### src/rtl/uart_cmd_framer.sv
`default_nettype none
// ============================================================================
// Module   : uart_cmd_framer (with uart_byte_core)
// Purpose  : Collects CMD_BYTES serial bytes into a command word and sends a
//            RESP_BYTES response word MSB byte first, on top of a byte UART.
// Options  : define CMD_TIMEOUT_EN to discard a partial command after
//            TIMEOUT_CLKS idle clocks between bytes (pulses rx_to).
// Revision : 1.0 - initial release
// ============================================================================

// ----------------------------------------------------------------------------
// uart_byte_core: 8N1 byte UART, BAUD_DIV clocks per bit.
// rx_rdy is sticky until clr_rx_rdy; tx_done is sticky until the next trmt.
// ----------------------------------------------------------------------------
module uart_byte_core #(
    parameter int BAUD_DIV = 434
) (
    input  logic       clk,
    input  logic       rst_n,
    input  logic       RX,
    output logic       TX,
    output logic [7:0] rx_data,
    output logic       rx_rdy,
    input  logic       clr_rx_rdy,
    input  logic       trmt,
    input  logic [7:0] tx_data,
    output logic       tx_done
);
    localparam int            BW        = (BAUD_DIV > 1) ? $clog2(BAUD_DIV) : 1;
    localparam logic [BW-1:0] BAUD_LAST = BW'(BAUD_DIV - 1);
    localparam logic [BW-1:0] BAUD_HALF = BW'(BAUD_DIV / 2);

    logic          rx_meta_q, rx_sync_q, rx_busy_q, rx_rdy_q;
    logic [BW-1:0] rx_baud_q;
    logic [3:0]    rx_bits_q;
    logic [7:0]    rx_shift_q;

    logic [8:0]    tx_shift_q;
    logic [BW-1:0] tx_baud_q;
    logic [3:0]    tx_bits_q;
    logic          tx_busy_q, tx_done_q;

    // Receiver: synchronise RX, find the start edge, sample each bit mid-cell.
    always_ff @(posedge clk or negedge rst_n) begin
        if (!rst_n) begin
            rx_meta_q  <= 1'b1;
            rx_sync_q  <= 1'b1;
            rx_busy_q  <= 1'b0;
            rx_rdy_q   <= 1'b0;
            rx_baud_q  <= '0;
            rx_bits_q  <= 4'd0;
            rx_shift_q <= 8'd0;
        end else begin
            rx_meta_q <= RX;
            rx_sync_q <= rx_meta_q;
            if (clr_rx_rdy) rx_rdy_q <= 1'b0;
            if (!rx_busy_q) begin
                if (!rx_sync_q) begin
                    rx_busy_q <= 1'b1;
                    rx_baud_q <= BAUD_HALF;
                    rx_bits_q <= 4'd0;
                end
            end else if (rx_baud_q == BAUD_LAST) begin
                rx_baud_q <= '0;
                rx_bits_q <= rx_bits_q + 4'd1;
                if (rx_bits_q == 4'd0) begin
                    // line back high at mid start bit: treat as a glitch
                    if (rx_sync_q) rx_busy_q <= 1'b0;
                end else if (rx_bits_q == 4'd9) begin
                    rx_busy_q <= 1'b0;
                    if (rx_sync_q) rx_rdy_q <= 1'b1;
                end else begin
                    rx_shift_q <= {rx_sync_q, rx_shift_q[7:1]};
                end
            end else begin
                rx_baud_q <= rx_baud_q + 1'b1;
            end
        end
    end

    // Transmitter: start bit, 8 data bits LSB first, stop bit.
    always_ff @(posedge clk or negedge rst_n) begin
        if (!rst_n) begin
            tx_shift_q <= 9'h1FF;
            tx_baud_q  <= '0;
            tx_bits_q  <= 4'd0;
            tx_busy_q  <= 1'b0;
            tx_done_q  <= 1'b0;
        end else if (trmt) begin
            tx_shift_q <= {tx_data, 1'b0};
            tx_baud_q  <= '0;
            tx_bits_q  <= 4'd0;
            tx_busy_q  <= 1'b1;
            tx_done_q  <= 1'b0;
        end else if (tx_busy_q) begin
            if (tx_baud_q == BAUD_LAST) begin
                tx_baud_q  <= '0;
                tx_shift_q <= {1'b1, tx_shift_q[8:1]};
                if (tx_bits_q == 4'd9) begin
                    tx_busy_q <= 1'b0;
                    tx_done_q <= 1'b1;
                end else begin
                    tx_bits_q <= tx_bits_q + 4'd1;
                end
            end else begin
                tx_baud_q <= tx_baud_q + 1'b1;
            end
        end
    end

    assign rx_data = rx_shift_q;
    assign rx_rdy  = rx_rdy_q;
    assign TX      = tx_shift_q[0];
    assign tx_done = tx_done_q;
endmodule

// ----------------------------------------------------------------------------
// uart_cmd_framer: command assembly (RX) and response sequencing (TX).
// ----------------------------------------------------------------------------
module uart_cmd_framer #(
    parameter int CMD_BYTES    = 2,
    parameter int RESP_BYTES   = 1,
    parameter int TIMEOUT_CLKS = 500000,
    parameter int BAUD_DIV     = 434
) (
    input  logic                    clk,
    input  logic                    rst,
    input  logic                    RX,
    output logic                    TX,
    output logic [8*CMD_BYTES-1:0]  cmd,
    output logic                    cmd_rdy,
    input  logic                    clr_cmd_rdy,
    output logic                    cmd_ovf,
    input  logic                    trmt,
    input  logic [8*RESP_BYTES-1:0] resp,
    output logic                    tx_busy,
    output logic                    tx_done,
    output logic                    rx_to
);
    localparam int CW = 8 * CMD_BYTES;
    localparam int RW = 8 * RESP_BYTES;
    localparam int IW = (CMD_BYTES > 1) ? $clog2(CMD_BYTES) : 1;
    localparam int OW = (RESP_BYTES > 1) ? $clog2(RESP_BYTES) : 1;
    localparam logic [IW-1:0] CMD_LAST  = IW'(CMD_BYTES - 1);
    localparam logic [OW-1:0] RESP_LAST = OW'(RESP_BYTES - 1);

    if (CMD_BYTES < 1 || CMD_BYTES > 8 || RESP_BYTES < 1 || RESP_BYTES > 8 ||
        TIMEOUT_CLKS < 2 || BAUD_DIV < 1) begin : g_bad_params
        $error("uart_cmd_framer: parameter out of range");
    end

    typedef enum logic [1:0] {
        IDLE = 2'd0,
        LOAD = 2'd1,
        WAIT = 2'd2
    } tx_state_t;

    logic [7:0]    core_rx_data;
    logic          core_rx_rdy;
    logic          core_tx_done;

    logic [CW-1:0] cmd_q, cmd_d;
    logic [IW-1:0] idx_q;
    logic          cmd_rdy_q, cmd_ovf_q, unread_q;

    tx_state_t     state_q;
    logic [RW-1:0] resp_q;
    logic [OW-1:0] tx_idx_q;
    logic          core_trmt_q, tx_busy_q, tx_done_q;
    logic [7:0]    core_tx_data_q;

    uart_byte_core #(
        .BAUD_DIV (BAUD_DIV)
    ) u_core (
        .clk        (clk),
        .rst_n      (~rst),
        .RX         (RX),
        .TX         (TX),
        .rx_data    (core_rx_data),
        .rx_rdy     (core_rx_rdy),
        .clr_rx_rdy (core_rx_rdy),
        .trmt       (core_trmt_q),
        .tx_data    (core_tx_data_q),
        .tx_done    (core_tx_done)
    );

    // New bytes enter at the LSB end so the first byte ends up on top.
    assign cmd_d = (cmd_q << 8) | CW'(core_rx_data);

`ifdef CMD_TIMEOUT_EN
    localparam int            TW      = $clog2(TIMEOUT_CLKS);
    localparam logic [TW-1:0] TO_LAST = TW'(TIMEOUT_CLKS - 1);
    logic [TW-1:0] to_cnt_q;
    logic          rx_to_q;
`endif

    // Command assembly. unread_q remembers a completed command that has not
    // been acknowledged with clr_cmd_rdy; it outlives cmd_rdy (which drops as
    // soon as the next command starts overwriting cmd) so that a completion
    // on top of an unacknowledged command is reported as an overflow.
    always_ff @(posedge clk or posedge rst) begin
        if (rst) begin
            cmd_q     <= '0;
            idx_q     <= '0;
            cmd_rdy_q <= 1'b0;
            cmd_ovf_q <= 1'b0;
            unread_q  <= 1'b0;
`ifdef CMD_TIMEOUT_EN
            to_cnt_q  <= '0;
            rx_to_q   <= 1'b0;
`endif
        end else begin
            cmd_ovf_q <= 1'b0;
`ifdef CMD_TIMEOUT_EN
            rx_to_q   <= 1'b0;
`endif
            if (core_rx_rdy) begin
                cmd_q <= cmd_d;
`ifdef CMD_TIMEOUT_EN
                to_cnt_q <= '0;
`endif
                if (idx_q == CMD_LAST) begin
                    idx_q     <= '0;
                    cmd_rdy_q <= 1'b1;
                    unread_q  <= 1'b1;
                    cmd_ovf_q <= unread_q & ~clr_cmd_rdy;
                end else begin
                    idx_q <= idx_q + 1'b1;
                    if (idx_q == '0 || clr_cmd_rdy) cmd_rdy_q <= 1'b0;
                    if (clr_cmd_rdy) unread_q <= 1'b0;
                end
            end else begin
                if (clr_cmd_rdy) begin
                    cmd_rdy_q <= 1'b0;
                    unread_q  <= 1'b0;
                end
`ifdef CMD_TIMEOUT_EN
                if (idx_q != '0) begin
                    if (to_cnt_q == TO_LAST) begin
                        to_cnt_q <= '0;
                        idx_q    <= '0;
                        rx_to_q  <= 1'b1;
                    end else begin
                        to_cnt_q <= to_cnt_q + 1'b1;
                    end
                end else begin
                    to_cnt_q <= '0;
                end
`endif
            end
        end
    end

    // Response sequencer. The core's tx_done is sticky from the previous
    // byte and only clears once it sees trmt, so WAIT ignores it on the
    // cycle the trmt pulse is still being presented.
    always_ff @(posedge clk or posedge rst) begin
        if (rst) begin
            state_q        <= IDLE;
            resp_q         <= '0;
            tx_idx_q       <= '0;
            core_trmt_q    <= 1'b0;
            core_tx_data_q <= 8'd0;
            tx_busy_q      <= 1'b0;
            tx_done_q      <= 1'b0;
        end else begin
            case (state_q)
                IDLE: begin
                    core_trmt_q <= 1'b0;
                    if (trmt) begin
                        resp_q    <= resp;
                        tx_idx_q  <= '0;
                        tx_done_q <= 1'b0;
                        tx_busy_q <= 1'b1;
                        state_q   <= LOAD;
                    end
                end
                LOAD: begin
                    core_trmt_q    <= 1'b1;
                    core_tx_data_q <= resp_q[RW-1 -: 8];
                    state_q        <= WAIT;
                end
                WAIT: begin
                    core_trmt_q <= 1'b0;
                    if (!core_trmt_q && core_tx_done) begin
                        if (tx_idx_q == RESP_LAST) begin
                            tx_done_q <= 1'b1;
                            tx_busy_q <= 1'b0;
                            state_q   <= IDLE;
                        end else begin
                            tx_idx_q <= tx_idx_q + 1'b1;
                            resp_q   <= resp_q << 8;
                            state_q  <= LOAD;
                        end
                    end
                end
                default: begin
                    core_trmt_q <= 1'b0;
                    state_q     <= IDLE;
                end
            endcase
        end
    end

    assign cmd     = cmd_q;
    assign cmd_rdy = cmd_rdy_q;
    assign cmd_ovf = cmd_ovf_q;
    assign tx_busy = tx_busy_q;
    assign tx_done = tx_done_q;
`ifdef CMD_TIMEOUT_EN
    assign rx_to   = rx_to_q;
`else
    assign rx_to   = 1'b0;
`endif
endmodule
`default_nettype wire

### config.mk
export PLATFORM = sky130hd
export DESIGN_NAME = uart_cmd_framer
export DESIGN_NICKNAME = d
export VERILOG_FILES = /design/src/rtl/uart_cmd_framer.sv
export SDC_FILE = /design/constraint.sdc
export NUM_CORES = 1
export LEC_CHECK = 0
export CORE_UTILIZATION = 60
export DETAILED_ROUTE_END_ITERATION = 10
export PLACE_DENSITY_LB_ADDON = 0.05
export SLEW_MARGIN = 30
export SYNTH_ARGS = -nofsm -noshare
export SYNTH_HDL_FRONTEND = slang
export SYNTH_SLANG_ARGS = --single-unit
### constraint.sdc
create_clock -name clk -period 5.85 [get_ports clk]
set_input_delay 1.17 -clock clk [delete_from_list [all_inputs] [get_ports clk]]
set_output_delay 1.17 -clock clk [all_outputs]
set_load 0.005 [all_outputs]
==> out/qor.txt <==
================================================================================
Most common cell after layout, fill and taps aside                  sky130_fd_sc_hd__dfrtp_1
Worst min-delay path category                                         reg -> reg
Number of buffers added by the clock tree synthesis step                       9
Setup violation total in the final timing report                               0
Number of antenna violations at the first check in global routing              0
Syn. warnings                                                                  0
Vertical extent of the die                                               84.2 um
Count of cells along the worst register-to-register path                       6
Lkg Pwr                                                                  2.10 nW
Post-DP HPWL                                                             4.40 mm
Share of Yosys cell area claimed by the top area cell type                 48.8%
Crit Reg-Reg Endpoint                                               u_core.tx_bits_q[2]
Clk pin slew, worst setup/hold paths                                     0.09 ns
Sequential share of the synthesized area                                   55.9%
WS Path Type                                                          reg -> out
Setup repair after global routing missed its margin                           no
Overall die area                                                     0.00709 mm2
Top cells by area, synth                                            sky130_fd_sc_hd__dfrtp_1, sky130_fd_sc_hd__mux2_2, sky130_fd_sc_hd__dfstp_2
Latest clock arrival within the worst-skew pair                          0.37 ns
Max-cap viol count                                                             0
Post-route clock period utilization                                        43.6%
Largest voltage drop on the vdd net                                     0.157 mV
Hold Buf Count CTS                                                             0
Final max-slew violation count                                                 0
I/O Pins                                                                      35
Relative slew margins                                                      47.8%
Cell chosen for the clock root                                      sky130_fd_sc_hd__clkbuf_8
Fin cells                                                                    439
Data arrival time of the worst path                                      1.38 ns
Reg-to-reg setup timing slack                                            3.90 ns
Routed Antenna Nets                                                            0
Layout cells sized above 1                                                 25.7%
Start of the worst register-to-register path                        u_core.tx_baud_q[1]
Highest clock rate                                                       392 MHz
Starting DRC count in detailed routing                                       117
Required @ worst endpoint                                                4.68 ns
Stages on the worst setup path                                                 1
Crit path time final                                                     2.55 ns
Cell-by-cell listing of the critical path                           clkdlybuf4s50_1
Wire per inst                                                            15.2 um
Commonest cells after routing, fill and taps aside                  sky130_fd_sc_hd__dfrtp_1, sky130_fd_sc_hd__mux2_2, sky130_fd_sc_hd__clkdlybuf4s50_1
Cts repair resizes                                                             0
Distinct cells, synth                                                         48
Share of async-settable or async-resettable flops after synthesis           100%
Yosys top cell by area                                              sky130_fd_sc_hd__dfrtp_1
Dominant delay contributor by cell family on the critical path        flip-flops
Type of element launching the critical path                             register
Standard cell with the maximum stage delay on the critical path     sky130_fd_sc_hd__dfstp_2
# Post-CTS Setup Buffers                                                       0
Cells after Synth                                                            332
Transition time at the pin with the least slew margin                   0.780 ns
Number of cells in the design after placement                                423
First drt pass iteration count                                                 7
Synthesized area per cell                                               12.2 um2
Via/cell ratio                                                              5.68
FILL cells                                                                   479
Largest net degree at the start of global routing                             59
Maximum level of the CTS H-tree                                                3
Starting Density                                                           63.1%
Number of flops mapped to enable cells by yosys                                0
Launch point of the worst path                                      u_core.tx_shift_q[0]
CTS sink cnt                                                                  90
Total DRC errors in the routed layout                                          2
Overall power after layout                                               1.50 mW
Count of buffers inserted at the top-level ports                              33
Maximum net fanout on the critical path                                        2
Slowest cell delay on critical path                                      0.53 ns
Maximum buffer depth of the clock tree                                         2
Last weighted congestion value of the routability-driven placer            0.814
Via count of the first global-routing pass                                  2448
Setup WS post-layout                                                     3.30 ns
Clock Skews                                                            0.0127 ns
Total Negative Setup Slacks                                                 0 ns
Count of final hold-check violations                                           0
Grt total ovfl                                                                 0
Die width                                                                84.2 um
Clock tree from TritonCTS                                                   done
Power Density                                                         329 mW/mm2
End point of the critical path                                                TX
Netlist area before placement                                        0.00405 mm2
Core area                                                            0.00642 mm2
Most used DFF post-synth                                            sky130_fd_sc_hd__dfrtp_1
Flip-flop and latch count after synthesis                                     90
Post-synthesis to final-layout area growth                                 12.6%
DRT Wirelength                                                           6.68 mm
Antenna fix cells                                                              0
Setup crit end kind                                                  output port
Via total after detailed routing                                            2494
Total routing usage reported by global routing                             20.8%
Net count of the finished layout                                             379
Number of buffers and inverters on the critical path                           1
Outcome                                                             complete, but fails checks
Standard-cell rows                                                            29
Pre-CTS worst setup slack                                                2.94 ns
First-pass GRT wire length                                               11.5 mm
Syn_nets                                                                     354
Failing checks                                                      design-rule violations
================================================================================
## sequential cells by signal, summed over array words and instances, names as in the netlist, 2 cells and up
register and count:
cmd 16, u_core.rx_baud_q 9, u_core.tx_baud_q 9, u_core.tx_shift_q 9, core_tx_data_q 8, resp_q 8, u_core.rx_data 8, u_core.rx_bits_q 4
u_core.tx_bits_q 4, state_q 2
## metal layers
metal	global-route usage, %	vias to the layer above	share of wire [%]
met3	4.33	11	3.3
met2	32.0	39	48
met5	0	-	0
li1	-	1206	-
met1	28.5	1238	47
met4	10.2	0	2.0
## where the power goes
group	internal (mW)	switching (mW)	leakage, nW
registers	0.756	0.0726	1.14
clock network	0.162	0.238	0.0954
logic	0.157	0.114	0.863
total	1.08	0.424	2.10
## worst min-delay path by stage
stage / start / to / cells past startpoint
global placement: u_core.rx_meta_q / u_core.rx_sync_q / 0
detailed placement: u_core.rx_meta_q / u_core.rx_sync_q / 0
CTS: u_core.rx_meta_q / u_core.rx_sync_q / 0
global route: u_core.rx_meta_q / u_core.rx_sync_q / 0
floorplan: u_core.rx_meta_q / u_core.rx_sync_q / 0
finish: u_core.rx_meta_q / u_core.rx_sync_q / 0
## metrics by stage
stage / utilization [%] / area [um2] / hold WS (ns)
after global routing: 71.1 / 4560 / 0.369
after detailed placement: 68.2 / 4380 / 0.351
after floorplan: - / 4050 / 0.345
after global placement: 68.2 / 4380 / 0.347
final: 71.1 / 4560 / 0.369
after CTS: 71.1 / 4560 / 0.369
## cell families after synthesis
group                      Yosys count  share of synthesized area (%)
and+or+nand+nor                     83                           11.9
xor gates and xnor gates            10                           2.16
AOI/OAI and AO/OA                   50                           7.87
muxes                               55                           15.2
DFF                                 90                           55.9
other                                1                         0.0925
adders and majority gates            9                           2.78
buffers and inverters               34                           4.04
## synth_stat cells, types with 2 or more instances
| library cell | number |
|---|---|
| sky130_fd_sc_hd__a21oi_1 | 14 |
| sky130_fd_sc_hd__and4_1 | 3 |
| sky130_fd_sc_hd__buf_4 | 9 |
| sky130_fd_sc_hd__buf_2 | 2 |
| sky130_fd_sc_hd__nand2b_1 | 4 |
| sky130_fd_sc_hd__a31oi_1 | 3 |
| sky130_fd_sc_hd__buf_1 | 2 |
| sky130_fd_sc_hd__ha_1 | 9 |
| sky130_fd_sc_hd__a221o_1 | 2 |
| sky130_fd_sc_hd__nand3_1 | 10 |
| sky130_fd_sc_hd__a21o_1 | 3 |
| sky130_fd_sc_hd__clkbuf_1 | 8 |
| sky130_fd_sc_hd__nor2b_1 | 2 |
| sky130_fd_sc_hd__dfstp_2 | 11 |
| sky130_fd_sc_hd__inv_1 | 13 |
| sky130_fd_sc_hd__o31ai_1 | 2 |
| sky130_fd_sc_hd__dfrtp_1 | 79 |
| sky130_fd_sc_hd__nor3_1 | 8 |
| sky130_fd_sc_hd__and3_1 | 4 |
| sky130_fd_sc_hd__o21ai_0 | 18 |
| sky130_fd_sc_hd__nor2_1 | 15 |
| sky130_fd_sc_hd__mux2_2 | 54 |
| sky130_fd_sc_hd__xor2_1 | 9 |
| sky130_fd_sc_hd__nand4_1 | 7 |
| sky130_fd_sc_hd__nand2_1 | 18 |
## layout make-up
cell class / count / area (um2) / share of cell area, %
well taps: 77 / 96.3 / 2.11
clock buffers: 9 / 124 / 2.71
clock inverters: 7 / 57.6 / 1.26
flip-flops and latches: 90 / 2270 / 49.7
repair buffers: 35 / 345 / 7.57
inverters: 13 / 50.0 / 1.10
multi-input cells: 208 / 1620 / 35.6
(Power assumes the default switching activity.)
